$ cat config.mk
export PLATFORM = sky130hd
export DESIGN_NAME = uart_dump_bridge
export DESIGN_NICKNAME = d
export VERILOG_FILES = /design/src/rtl/uart_pkg.sv /design/src/rtl/uart_rx_core.sv /design/src/rtl/uart_dump_bridge.sv
export SDC_FILE = /design/constraint.sdc
export NUM_CORES = 1
export LEC_CHECK = 0
export ABC_CLOCK_PERIOD_IN_PS = 10200
export CAP_MARGIN = 40
export CORE_ASPECT_RATIO = 1.2
export CORE_UTILIZATION = 50
export DETAILED_ROUTE_END_ITERATION = 7
export DONT_BUFFER_PORTS = 1
export SLEW_MARGIN = 40
export SYNTH_ARGS = -nofsm -noshare
export SYNTH_HDL_FRONTEND = slang
export SYNTH_SLANG_ARGS = --single-unit
$ cat constraint.sdc
create_clock -name clk_engine -period 10.2 [get_ports clk_engine]
set_input_delay 2.04 -clock clk_engine [delete_from_list [all_inputs] [get_ports clk_engine]]
set_output_delay 2.04 -clock clk_engine [all_outputs]
set_load 0.03 [all_outputs]
$ cat src/rtl/uart_pkg.sv
// rtl/uart_pkg.sv - shared UART frame constants, default opcodes and dump FSM states
package uart_pkg;

    localparam logic [7:0]  HDR_BYTE     = 8'hA5;
    localparam logic [7:0]  TRL_BYTE     = 8'h5A;
    localparam logic [23:0] DEF_OP_DUMP  = 24'hF0E0D0;
    localparam logic [23:0] DEF_OP_CLEAR = 24'hC0C1C2;

    typedef enum logic [2:0] {
        DS_IDLE,
        DS_HDR,
        DS_PAYLOAD,
        DS_TRL_MARK,
        DS_TRL_CNT,
        DS_TRL_SUM,
        DS_DRAIN
    } dump_state_t;

endpackage

$ cat src/rtl/uart_rx_core.sv
// rtl/uart_rx_core.sv - 8N1 UART receiver with glitch-rejecting start check and stop-bit error pulse
module uart_rx_core #(
    parameter int CLKS_PER_BIT = 1736
) (
    input  logic       clk,
    input  logic       rst_n,
    input  logic       rx,
    output logic [7:0] rx_tdata,
    output logic       rx_tvalid,
    output logic       rx_frame_err
);

    localparam int CW = $clog2(CLKS_PER_BIT);

    typedef enum logic [1:0] {RX_IDLE, RX_START, RX_DATA, RX_STOP} rx_state_t;

    rx_state_t      state_q, state_d;
    logic [1:0]     sync_q;
    logic           rx_prev_q;
    logic [CW-1:0]  cnt_q;
    logic [2:0]     bit_idx_q;
    logic [7:0]     sh_q;
    logic           rx_s;
    logic           start_edge;
    logic           half_hit;
    logic           bit_hit;

    assign rx_s       = sync_q[1];
    assign start_edge = rx_prev_q & ~rx_s;
    assign half_hit   = (cnt_q == CW'(CLKS_PER_BIT / 2 - 1));
    assign bit_hit    = (cnt_q == CW'(CLKS_PER_BIT - 1));
    assign rx_tdata   = sh_q;

    always_comb begin
        state_d = state_q;
        case (state_q)
            RX_IDLE:  if (start_edge) state_d = RX_START;
            // a start bit that is high again at half-bit was a glitch
            RX_START: if (half_hit) state_d = rx_s ? RX_IDLE : RX_DATA;
            RX_DATA:  if (bit_hit && bit_idx_q == 3'd7) state_d = RX_STOP;
            RX_STOP:  if (bit_hit) state_d = RX_IDLE;
            default:  state_d = RX_IDLE;
        endcase
    end

    always_ff @(posedge clk or negedge rst_n) begin
        if (!rst_n) begin
            state_q      <= RX_IDLE;
            sync_q       <= 2'b11;
            rx_prev_q    <= 1'b1;
            cnt_q        <= '0;
            bit_idx_q    <= '0;
            sh_q         <= '0;
            rx_tvalid    <= 1'b0;
            rx_frame_err <= 1'b0;
        end else begin
            state_q      <= state_d;
            sync_q       <= {sync_q[0], rx};
            rx_prev_q    <= rx_s;
            rx_tvalid    <= 1'b0;
            rx_frame_err <= 1'b0;
            if (state_q != state_d || bit_hit) cnt_q <= '0;
            else                               cnt_q <= cnt_q + 1'b1;
            if (state_q == RX_IDLE) bit_idx_q <= '0;
            if (state_q == RX_DATA && bit_hit) begin
                sh_q      <= {rx_s, sh_q[7:1]};
                bit_idx_q <= bit_idx_q + 1'b1;
            end
            if (state_q == RX_STOP && bit_hit) begin
                if (rx_s) rx_tvalid    <= 1'b1;
                else      rx_frame_err <= 1'b1;
            end
        end
    end

endmodule

$ cat src/rtl/uart_dump_bridge.sv
// rtl/uart_dump_bridge.sv - UART opcode matcher issuing book dump/clear and framing dump words back on TX
module uart_dump_bridge
    import uart_pkg::*;
#(
    parameter int          CLKS_PER_BIT = 1736,
    parameter int          WORD_W       = 32,
    parameter int          FIFO_DEPTH   = 16,
    parameter logic [23:0] OP_DUMP      = DEF_OP_DUMP,
    parameter logic [23:0] OP_CLEAR     = DEF_OP_CLEAR,
    parameter int          GAP_CLKS     = 4 * 10 * CLKS_PER_BIT
) (
    input  logic              clk_engine,
    input  logic              rst_engine_n,
    input  logic              uart_rx_in,
    output logic              uart_tx_out,
    output logic              cmd_dump,
    output logic              cmd_clear,
    input  logic [WORD_W-1:0] dump_tdata,
    input  logic              dump_tvalid,
    input  logic              dump_tlast,
    input  logic              dump_tuser,
    output logic              dump_tready,
    output logic              busy,
    output logic              rx_frame_err
);

    localparam int NB = WORD_W / 8;
    localparam int AW = $clog2(FIFO_DEPTH);
    localparam int CW = $clog2(CLKS_PER_BIT);
    localparam int GW = $clog2(GAP_CLKS + 1);

    logic [7:0] rx_byte;
    logic       rx_valid;

    uart_rx_core #(.CLKS_PER_BIT(CLKS_PER_BIT)) u_rx (
        .clk          (clk_engine),
        .rst_n        (rst_engine_n),
        .rx           (uart_rx_in),
        .rx_tdata     (rx_byte),
        .rx_tvalid    (rx_valid),
        .rx_frame_err (rx_frame_err)
    );

    // opcode matcher
    logic [23:0]   shift_q;
    logic [1:0]    fill_q;
    logic [GW-1:0] gap_q;
    logic [23:0]   shift_n;
    logic          full_win, clear_hit, dump_match, dump_hit;

    assign shift_n    = {shift_q[15:0], rx_byte};
    assign full_win   = rx_valid && (fill_q >= 2'd2);
    assign clear_hit  = full_win && (shift_n == OP_CLEAR);
    assign dump_match = full_win && (shift_n == OP_DUMP);
    assign dump_hit   = dump_match && !busy;

    always_ff @(posedge clk_engine or negedge rst_engine_n) begin
        if (!rst_engine_n) begin
            shift_q   <= '0;
            fill_q    <= '0;
            gap_q     <= '0;
            cmd_dump  <= 1'b0;
            cmd_clear <= 1'b0;
        end else begin
            cmd_dump  <= dump_hit;
            cmd_clear <= clear_hit;
            if (rx_frame_err) begin
                fill_q <= '0;
                gap_q  <= '0;
            end else if (rx_valid) begin
                gap_q <= '0;
                if (clear_hit || dump_match) begin
                    fill_q  <= '0;
                    shift_q <= '0;
                end else begin
                    fill_q  <= (fill_q == 2'd3) ? 2'd3 : fill_q + 2'd1;
                    shift_q <= shift_n;
                end
            end else if (fill_q != 2'd0) begin
                if (gap_q == GW'(GAP_CLKS)) begin
                    fill_q <= '0;
                    gap_q  <= '0;
                end else begin
                    gap_q <= gap_q + 1'b1;
                end
            end
        end
    end

    // word FIFO; full is taken from registered pointers so a same-cycle pop never frees a slot
    logic [WORD_W-1:0] mem [FIFO_DEPTH];
    logic [AW:0]       wptr_q, rptr_q;
    logic              fifo_full, fifo_empty, fifo_wr, fifo_pop, beat, tlast_seen_q;
    logic [WORD_W-1:0] fifo_head;

    assign fifo_full   = ((wptr_q - rptr_q) == (AW + 1)'(FIFO_DEPTH));
    assign fifo_empty  = (wptr_q == rptr_q);
    assign fifo_head   = mem[rptr_q[AW-1:0]];
    assign dump_tready = !fifo_full && busy && !tlast_seen_q;
    assign beat        = dump_tvalid && dump_tready;
    assign fifo_wr     = beat && !dump_tuser;

    always_ff @(posedge clk_engine) begin
        if (fifo_wr) mem[wptr_q[AW-1:0]] <= dump_tdata;
    end

    always_ff @(posedge clk_engine or negedge rst_engine_n) begin
        if (!rst_engine_n) begin
            wptr_q       <= '0;
            rptr_q       <= '0;
            tlast_seen_q <= 1'b0;
        end else begin
            if (fifo_wr)  wptr_q <= wptr_q + 1'b1;
            if (fifo_pop) rptr_q <= rptr_q + 1'b1;
            if (dump_hit)                 tlast_seen_q <= 1'b0;
            else if (beat && dump_tlast)  tlast_seen_q <= 1'b1;
        end
    end

    // TX shifter; accepts a new byte in the last cycle of the previous stop bit
    logic [8:0]    tx_sh_q;
    logic [CW-1:0] tx_cnt_q;
    logic [3:0]    tx_bit_q;
    logic          tx_active_q, tx_last, tx_ready, tx_load;
    logic [7:0]    tx_byte;

    assign tx_last  = tx_active_q && (tx_cnt_q == CW'(CLKS_PER_BIT - 1)) && (tx_bit_q == 4'd9);
    assign tx_ready = !tx_active_q || tx_last;

    always_ff @(posedge clk_engine or negedge rst_engine_n) begin
        if (!rst_engine_n) begin
            uart_tx_out <= 1'b1;
            tx_sh_q     <= '1;
            tx_cnt_q    <= '0;
            tx_bit_q    <= '0;
            tx_active_q <= 1'b0;
        end else if (tx_load) begin
            uart_tx_out <= 1'b0;
            tx_sh_q     <= {1'b1, tx_byte};
            tx_cnt_q    <= '0;
            tx_bit_q    <= '0;
            tx_active_q <= 1'b1;
        end else if (tx_active_q) begin
            if (tx_cnt_q == CW'(CLKS_PER_BIT - 1)) begin
                tx_cnt_q <= '0;
                if (tx_bit_q == 4'd9) begin
                    tx_active_q <= 1'b0;
                    uart_tx_out <= 1'b1;
                end else begin
                    uart_tx_out <= tx_sh_q[0];
                    tx_sh_q     <= {1'b1, tx_sh_q[8:1]};
                    tx_bit_q    <= tx_bit_q + 4'd1;
                end
            end else begin
                tx_cnt_q <= tx_cnt_q + 1'b1;
            end
        end
    end

    // dump session FSM
    dump_state_t       ds_q, ds_d;
    logic [WORD_W-1:0] word_sh_q;
    logic [3:0]        bytes_left_q;
    logic [7:0]        cnt_q, sum_q;

    always_comb begin
        ds_d     = ds_q;
        tx_load  = 1'b0;
        tx_byte  = '0;
        fifo_pop = 1'b0;
        case (ds_q)
            DS_IDLE: if (dump_hit) ds_d = DS_HDR;
            DS_HDR: if (tx_ready) begin
                tx_load = 1'b1;
                tx_byte = HDR_BYTE;
                ds_d    = DS_PAYLOAD;
            end
            DS_PAYLOAD: begin
                if (bytes_left_q != 4'd0) begin
                    if (tx_ready) begin
                        tx_load = 1'b1;
                        tx_byte = word_sh_q[WORD_W-1 -: 8];
                    end
                end else if (!fifo_empty) begin
                    if (tx_ready) begin
                        tx_load  = 1'b1;
                        fifo_pop = 1'b1;
                        tx_byte  = fifo_head[WORD_W-1 -: 8];
                    end
                end else if (tlast_seen_q) begin
                    ds_d = DS_TRL_MARK;
                end
            end
            DS_TRL_MARK: if (tx_ready) begin
                tx_load = 1'b1;
                tx_byte = TRL_BYTE;
                ds_d    = DS_TRL_CNT;
            end
            DS_TRL_CNT: if (tx_ready) begin
                tx_load = 1'b1;
                tx_byte = cnt_q;
                ds_d    = DS_TRL_SUM;
            end
            DS_TRL_SUM: if (tx_ready) begin
                tx_load = 1'b1;
                tx_byte = sum_q ^ cnt_q;
                ds_d    = DS_DRAIN;
            end
            DS_DRAIN: if (!tx_active_q) ds_d = DS_IDLE;
            default: ds_d = DS_IDLE;
        endcase
    end

    always_ff @(posedge clk_engine or negedge rst_engine_n) begin
        if (!rst_engine_n) begin
            ds_q         <= DS_IDLE;
            busy         <= 1'b0;
            word_sh_q    <= '0;
            bytes_left_q <= '0;
            cnt_q        <= '0;
            sum_q        <= '0;
        end else begin
            ds_q <= ds_d;
            if (dump_hit) begin
                busy         <= 1'b1;
                cnt_q        <= '0;
                sum_q        <= '0;
                bytes_left_q <= '0;
            end else if (ds_q == DS_DRAIN && !tx_active_q) begin
                busy <= 1'b0;
            end
            if (tx_load && ds_q == DS_PAYLOAD) begin
                sum_q <= sum_q ^ tx_byte;
                if (fifo_pop) begin
                    word_sh_q    <= fifo_head << 8;
                    bytes_left_q <= 4'(NB - 1);
                    cnt_q        <= cnt_q + 8'd1;
                end else begin
                    word_sh_q    <= word_sh_q << 8;
                    bytes_left_q <= bytes_left_q - 4'd1;
                end
            end
        end
    end

endmodule

Word level (Yosys, flattened, before mapping)
Memories as Yosys holds them, arrays and structs flattened.
Cells that the tools add are included.
Word-level totals
  input bits: 38
  bits in writable memories: 512
  memories: 1
  output and inout port bits: 6
  flip-flop bits (word level): 159
Cells by class
  bitwise gates (word level): 5
  reductions and logical operators: 42
  order comparisons: 1
  equality and inequality tests: 31
  multiplexer cells: 83
  $add $sub $neg: 11
Memories
  mem: depth 16, width 32, read ports 1, clocked after memory_dff 0, wr ports 1, RTL line uart_dump_bridge.sv:91  | logic [WORD_W-1:0] mem [FIFO_DEPTH];
Operator list (number)
  two-way mux 8 bit: 12
  two-way mux 17 bit: 4
  == test 24 bit (second input constant): 2
  two-way mux 11 bit: 4
  one-hot mux 8 bit (5 select lines): 1
  two-way mux 9 bit: 4
  two-way mux 3 bit: 11
  two-way mux 32 bit: 1
  two-way mux 4 bit: 7
  two-way mux 1 bit: 23
  adder 11 x 1 -> 11 bit (second input constant): 2
  == test 11 bit (second input constant): 2
  two-way mux 2 bit: 11
  one-hot mux 3 bit (7 select lines): 1
  != test 2 bit (second input constant): 10
  adder 17 x 1 -> 17 bit (second input constant): 1
  == test 17 bit (second input constant): 1
  logical AND 1 bit: 16
  two-way mux 16 bit: 1
  XOR 8 bit: 2
  nonzero test 2 bit: 7
  == test 3 bit (second input constant): 4
  == test 11 x 10 -> 1 bit (second input constant): 1
  adder 5 x 1 -> 5 bit (second input constant): 2
  30 further kinds: 43

Logic depth before layout (Yosys ltp)
  depth in word-level cells: 10
  depth in mapped cells: 14

Cells and area by module
Synthesis repeated with hierarchy kept, for this count alone.
Second synthesis, totals
  cells, all modules: 1497
  area, all modules: 26942.1 um^2
Modules (own cells, without submodules)
  uart_dump_bridge: sequential area each 18413.9 um^2, cells an instance 1383, times used 1, area each 25578.3 um^2
  uart_rx_core: sequential area each 729.4 um^2, cells an instance 114, times used 1, area each 1363.8 um^2

Worst setup path after synthesis
OpenSTA, ideal clock, no wires.
  path type: input to register
  start point: input dump_tuser
  end point: memory mem[4][0] (enable)
  cell stages on the path: 4
  arrival time: 5.175 ns
  slack: 4.564 ns
  required time: 9.739 ns
  buffers on the path: 0
  cells stage by stage: or4bb_1 -> nor2_2 -> nand2_1 -> nor3_1
Between the ends
  longest elaborated chain between the ends: 4
Ends and longest elaborated chain
  start: declaration: RTL line uart_dump_bridge.sv:21  | input logic dump_tuser,
  zero test 1 bit: RTL line uart_dump_bridge.sv:101  | assign fifo_wr = beat && !dump_tuser;
  logical AND 1 bit: RTL line uart_dump_bridge.sv:101
  two-way mux 1 bit: RTL line uart_dump_bridge.sv:104  | if (fifo_wr) mem[wptr_q[AW-1:0]] <= dump_tdata;
  two-way mux 1 bit (implied by the code): RTL line uart_dump_bridge.sv:104
  end: declaration: RTL line uart_dump_bridge.sv:91
Every way passes these cells.

Worst setup path in the final report
  start point: register rptr_q[2]
  end point: output dump_tready
Between the ends
  longest elaborated chain between the ends: 5
Ends and longest elaborated chain
  start: declaration: RTL line uart_dump_bridge.sv:92  | logic [AW:0] wptr_q, rptr_q;
  start signal: assignment: RTL line uart_dump_bridge.sv:114  | if (fifo_pop) rptr_q <= rptr_q + 1'b1;
  subtractor 5 bit: RTL line uart_dump_bridge.sv:96  | assign fifo_full = ((wptr_q - rptr_q) == (AW + 1)'(FIFO_DEPTH));
  == test 5 bit: RTL line uart_dump_bridge.sv:96
  zero test 1 bit: RTL line uart_dump_bridge.sv:99  | assign dump_tready = !fifo_full && busy && !tlast_seen_q;
  logical AND 1 bit (2 in series): RTL line uart_dump_bridge.sv:99
  end: declaration: RTL line uart_dump_bridge.sv:22  | output logic dump_tready,
Every way passes these cells.

==> results by group <==
Placement
  • Port bufs: 0
  • DP Wirelength: between 30 and 40 mm
  • Placer congestion estimate: roughly 0.82

STA
  • Max_slew headroom: between 40% and 50%
  • Final clock skew: 0.0240 ns
  • Worst hold slack: between 0.3 and 0.4 ns
  • Count of final hold-check violations: 0
  • Fin. max-slew vios: 0
  • Max Fclk: around 180 MHz
  • Setup_tns: 0 ns
  • Final worst path period need: around 5.5 ns
  • Tcrit/Tclk final: 54.1%
  • Worst-margin pin slew: ~0.85 ns
  • RSZ-0062 raised after global routing: no
  • Final setup viols: 0

Clock tree
  • Clock sinks: roughly 660
  • Worst-skew pair later-pin latency: 0.61 ns
  • CTS Hold Bufs: 0
  • Cts repair resizes: 0
  • CTS root buf: clkbuf_16
  • TritonCTS Buffers: 68
  • Post-CTS Setup Bufs: 0
  • TritonCTS clock tree: done
  • CTS max path bufs: 3
  • Htree depth: 3
  • Reg clk slew, reported paths: approximately 0.060 ns

Setup path
  • Req. time, crit path: 8.16 ns
  • Family with the most delay on the worst path: simple AND/OR/NAND/NOR gates
  • Cell breakdown of the critical path: inv_1, buf_4, ha_1, and3b_1, or3_1, a2111oi_4, nor3b_2
  • Critical path class: register to output port
  • Crit path DAT: between 3 and 4 ns
  • Crit-path max FO: 20
  • Nature of the critical path endpoint: output port
  • Max stage delay on crit path: between 0.6 and 0.7 ns
  • CP bufs+invs: 2
  • Crit-path slowest cell: dfrtp_2
  • Startpoint types: register

Yosys
  • Post-synth top area cell: edfxtp_1
  • Mapped Cells: 1589
  • Post-Syn Area: 27100 um2
  • Ys async rst share: ~23%
  • Syn nets: roughly 1600
  • Synth unique cells: 72
  • Yosys warnings: 0
  • Post-synth EDFFs: 512
  • Synthesized flop and latch total: 662
  • Sequential-to-total area share from yosys stat: a little over 70%
  • Ys flop type: edfxtp_1
  • Most common cell in the synthesized netlist: edfxtp_1
  • Synth cell count leaders: 512 x edfxtp_1, 138 x dfrtp_1, 129 x mux4_2
  • Area share of the largest cell type after synthesis: 56.8%
  • Syn Area/Cell: around 17 um2
  • Top post-synthesis cells by area: edfxtp_1 57%, dfrtp_1 13%, mux4_2 11%, nand2_1 1.6%, o21ai_0 1.4%

Global routing
  • First-pass GRT wire length: approximately 90 mm
  • Initial antenna violation count: 0
  • GRT Util Overall: a little over a fifth
  • Vias in the first global route: roughly 15000
  • Total gr overflow: 0
  • Largest net degree at the start of global routing: between 150 and 200

Floorplanning
  • I/O Pins: 44
  • Die height: between 200 and 300 um
  • Die Wd: 214 um
  • FP Rows: 93
  • CORE AREA: 53500 um2
  • Initial Util: 50.5%
  • DIE AREA: ~55000 um2

Routing
  • Top sig layer: met4
  • Via/cell ratio: 6.00
  • DRC: 0
  • WL met2: 29.6 mm
  • Met1 Wirelength: between 20 and 25 mm
  • Vias: 14233
  • Drt first-iter violations: 1201
  • Initial DRT Pass Iterations: 5
  • WL/cell: 24.5 um
  • Detail Route Antenna Nets: 0
  • Routed wl met3: 2.78 mm
  • Routed WL: 58.2 mm

Cells and area
  • Synth-to-layout area growth: 11.1%
  • Final Net Count: approximately 1700
  • Antenna fix cells: 0
  • Layout cells sized above 1: between 10% and 20%
  • Fillers: 4131

Pwr
  • P per Cell Area: approximately 180 nW/um2
  • Max VDD drop: between 0.0001 and 0.00015 V
  • Leak pwr: just over 10 nW

Run
  • Max Cap Viol: 0

Outcome
  • Status: complete, no violations

Min path
  • Hold crit path type: register to register
flip-flops by register name, indices dropped and copies added (netlist names), 3 cells and up:
name            count
rptr_q              5
u_rx.bit_idx_q      3
wptr_q              5
sum_q               8
tx_sh_q             8
cnt_q               8
word_sh_q          24
shift_q            16
ds_q                3
bytes_left_q        4
u_rx.cnt_q         11
gap_q              17
u_rx.rx_tdata       8
tx_bit_q            4
tx_cnt_q           11
mem               512
report_power, final:
part | internal, mW | switching (mW)
Sequential | 2.92 | 0.0182
Clock | 1.38 | 1.02
Combinational | 0.0184 | 0.0164
worst paths after layout:
path                                           from                  endpoint  slack, ns  cells after the start
hold / removal             u_rx.sync_q[0]$_DFF_PN1_  u_rx.sync_q[1]$_DFF_PN1_       0.35                      0
setup reg to reg              rptr_q[2]$_DFFE_PN0P_      mem[12][1]$_DFFE_PP_       5.73                     10
hold reg to reg            u_rx.sync_q[0]$_DFF_PN1_  u_rx.sync_q[1]$_DFF_PN1_       0.35                      0
min in group asynchronous              rst_engine_n  tx_cnt_q[10]$_DFFE_PN0P_       1.14                      0
max in group asynchronous              rst_engine_n  u_rx.sync_q[1]$_DFF_PN1_       8.73                      0
setup / recovery              rptr_q[2]$_DFFE_PN0P_               dump_tready       4.68                      7
cell type report:
cell class | count | area, um2 | area share (%)
inverters | 28 | 105 | 0.350
well taps | 712 | 891 | 2.96
clock inverters | 37 | 303 | 1.01
repair buffers | 30 | 254 | 0.845
flip-flops and latches | 662 | 19200 | 63.7
clock buffers | 84 | 1840 | 6.11
multi-input cells | 819 | 7510 | 25.0
layer usage:
layer | up-vias | global-route usage [%]
met5 | - | 0
met4 | 0 | 6.63
met3 | 67 | 4.02
met2 | 334 | 36.9
met1 | 7477 | 29.1
li1 | 6355 | -
through the flow:
step                      instances  power [mW]  instance area [um2]  util, %  setup slack [ns]
final                          2372        5.38                30000     56.1              4.68
after global routing           2372        5.53                30000     56.1              4.55
after CTS                      2371        5.43                30000     56.1              4.65
after detailed placement       2250        3.03                27900     52.1              5.31
after global placement         2249        3.03                27800     52.0              5.07
after floorplan                1589        3.02                27100        -              4.56
cells by family (layout without fill, tap and decap cells):
kind of cell | count (synthesis) | in the layout | share of synthesized area [%]
AOI/OAI and AO/OA | 241 | 241 | 6.29
xor gates and xnor gates | 32 | 32 | 1.06
adders and majority gates | 20 | 20 | 0.925
buffers and inverters | 108 | 179 | 1.93
DFF | 662 | 662 | 70.8
muxes | 173 | 173 | 12.5
and+or+nand+nor | 353 | 353 | 6.56
cell usage in the layout, fill, tap and decap left out, drive strengths merged, types with 20 or more instances in the layout:
master | Yosys | final
a21oi | 20 | 20
a22o | 34 | 34
and3 | 33 | 33
buf | 40 | 30
clkbuf | 40 | 84
clkinv | 0 | 28
dfrtp | 138 | 138
edfxtp | 512 | 512
ha | 20 | 20
inv | 28 | 30
mux2i | 33 | 33
mux4 | 130 | 130
nand2 | 117 | 117
nand3 | 36 | 36
nor2 | 71 | 71
o21ai | 82 | 82
No activity file was read; power rests on OpenSTA's default activity.
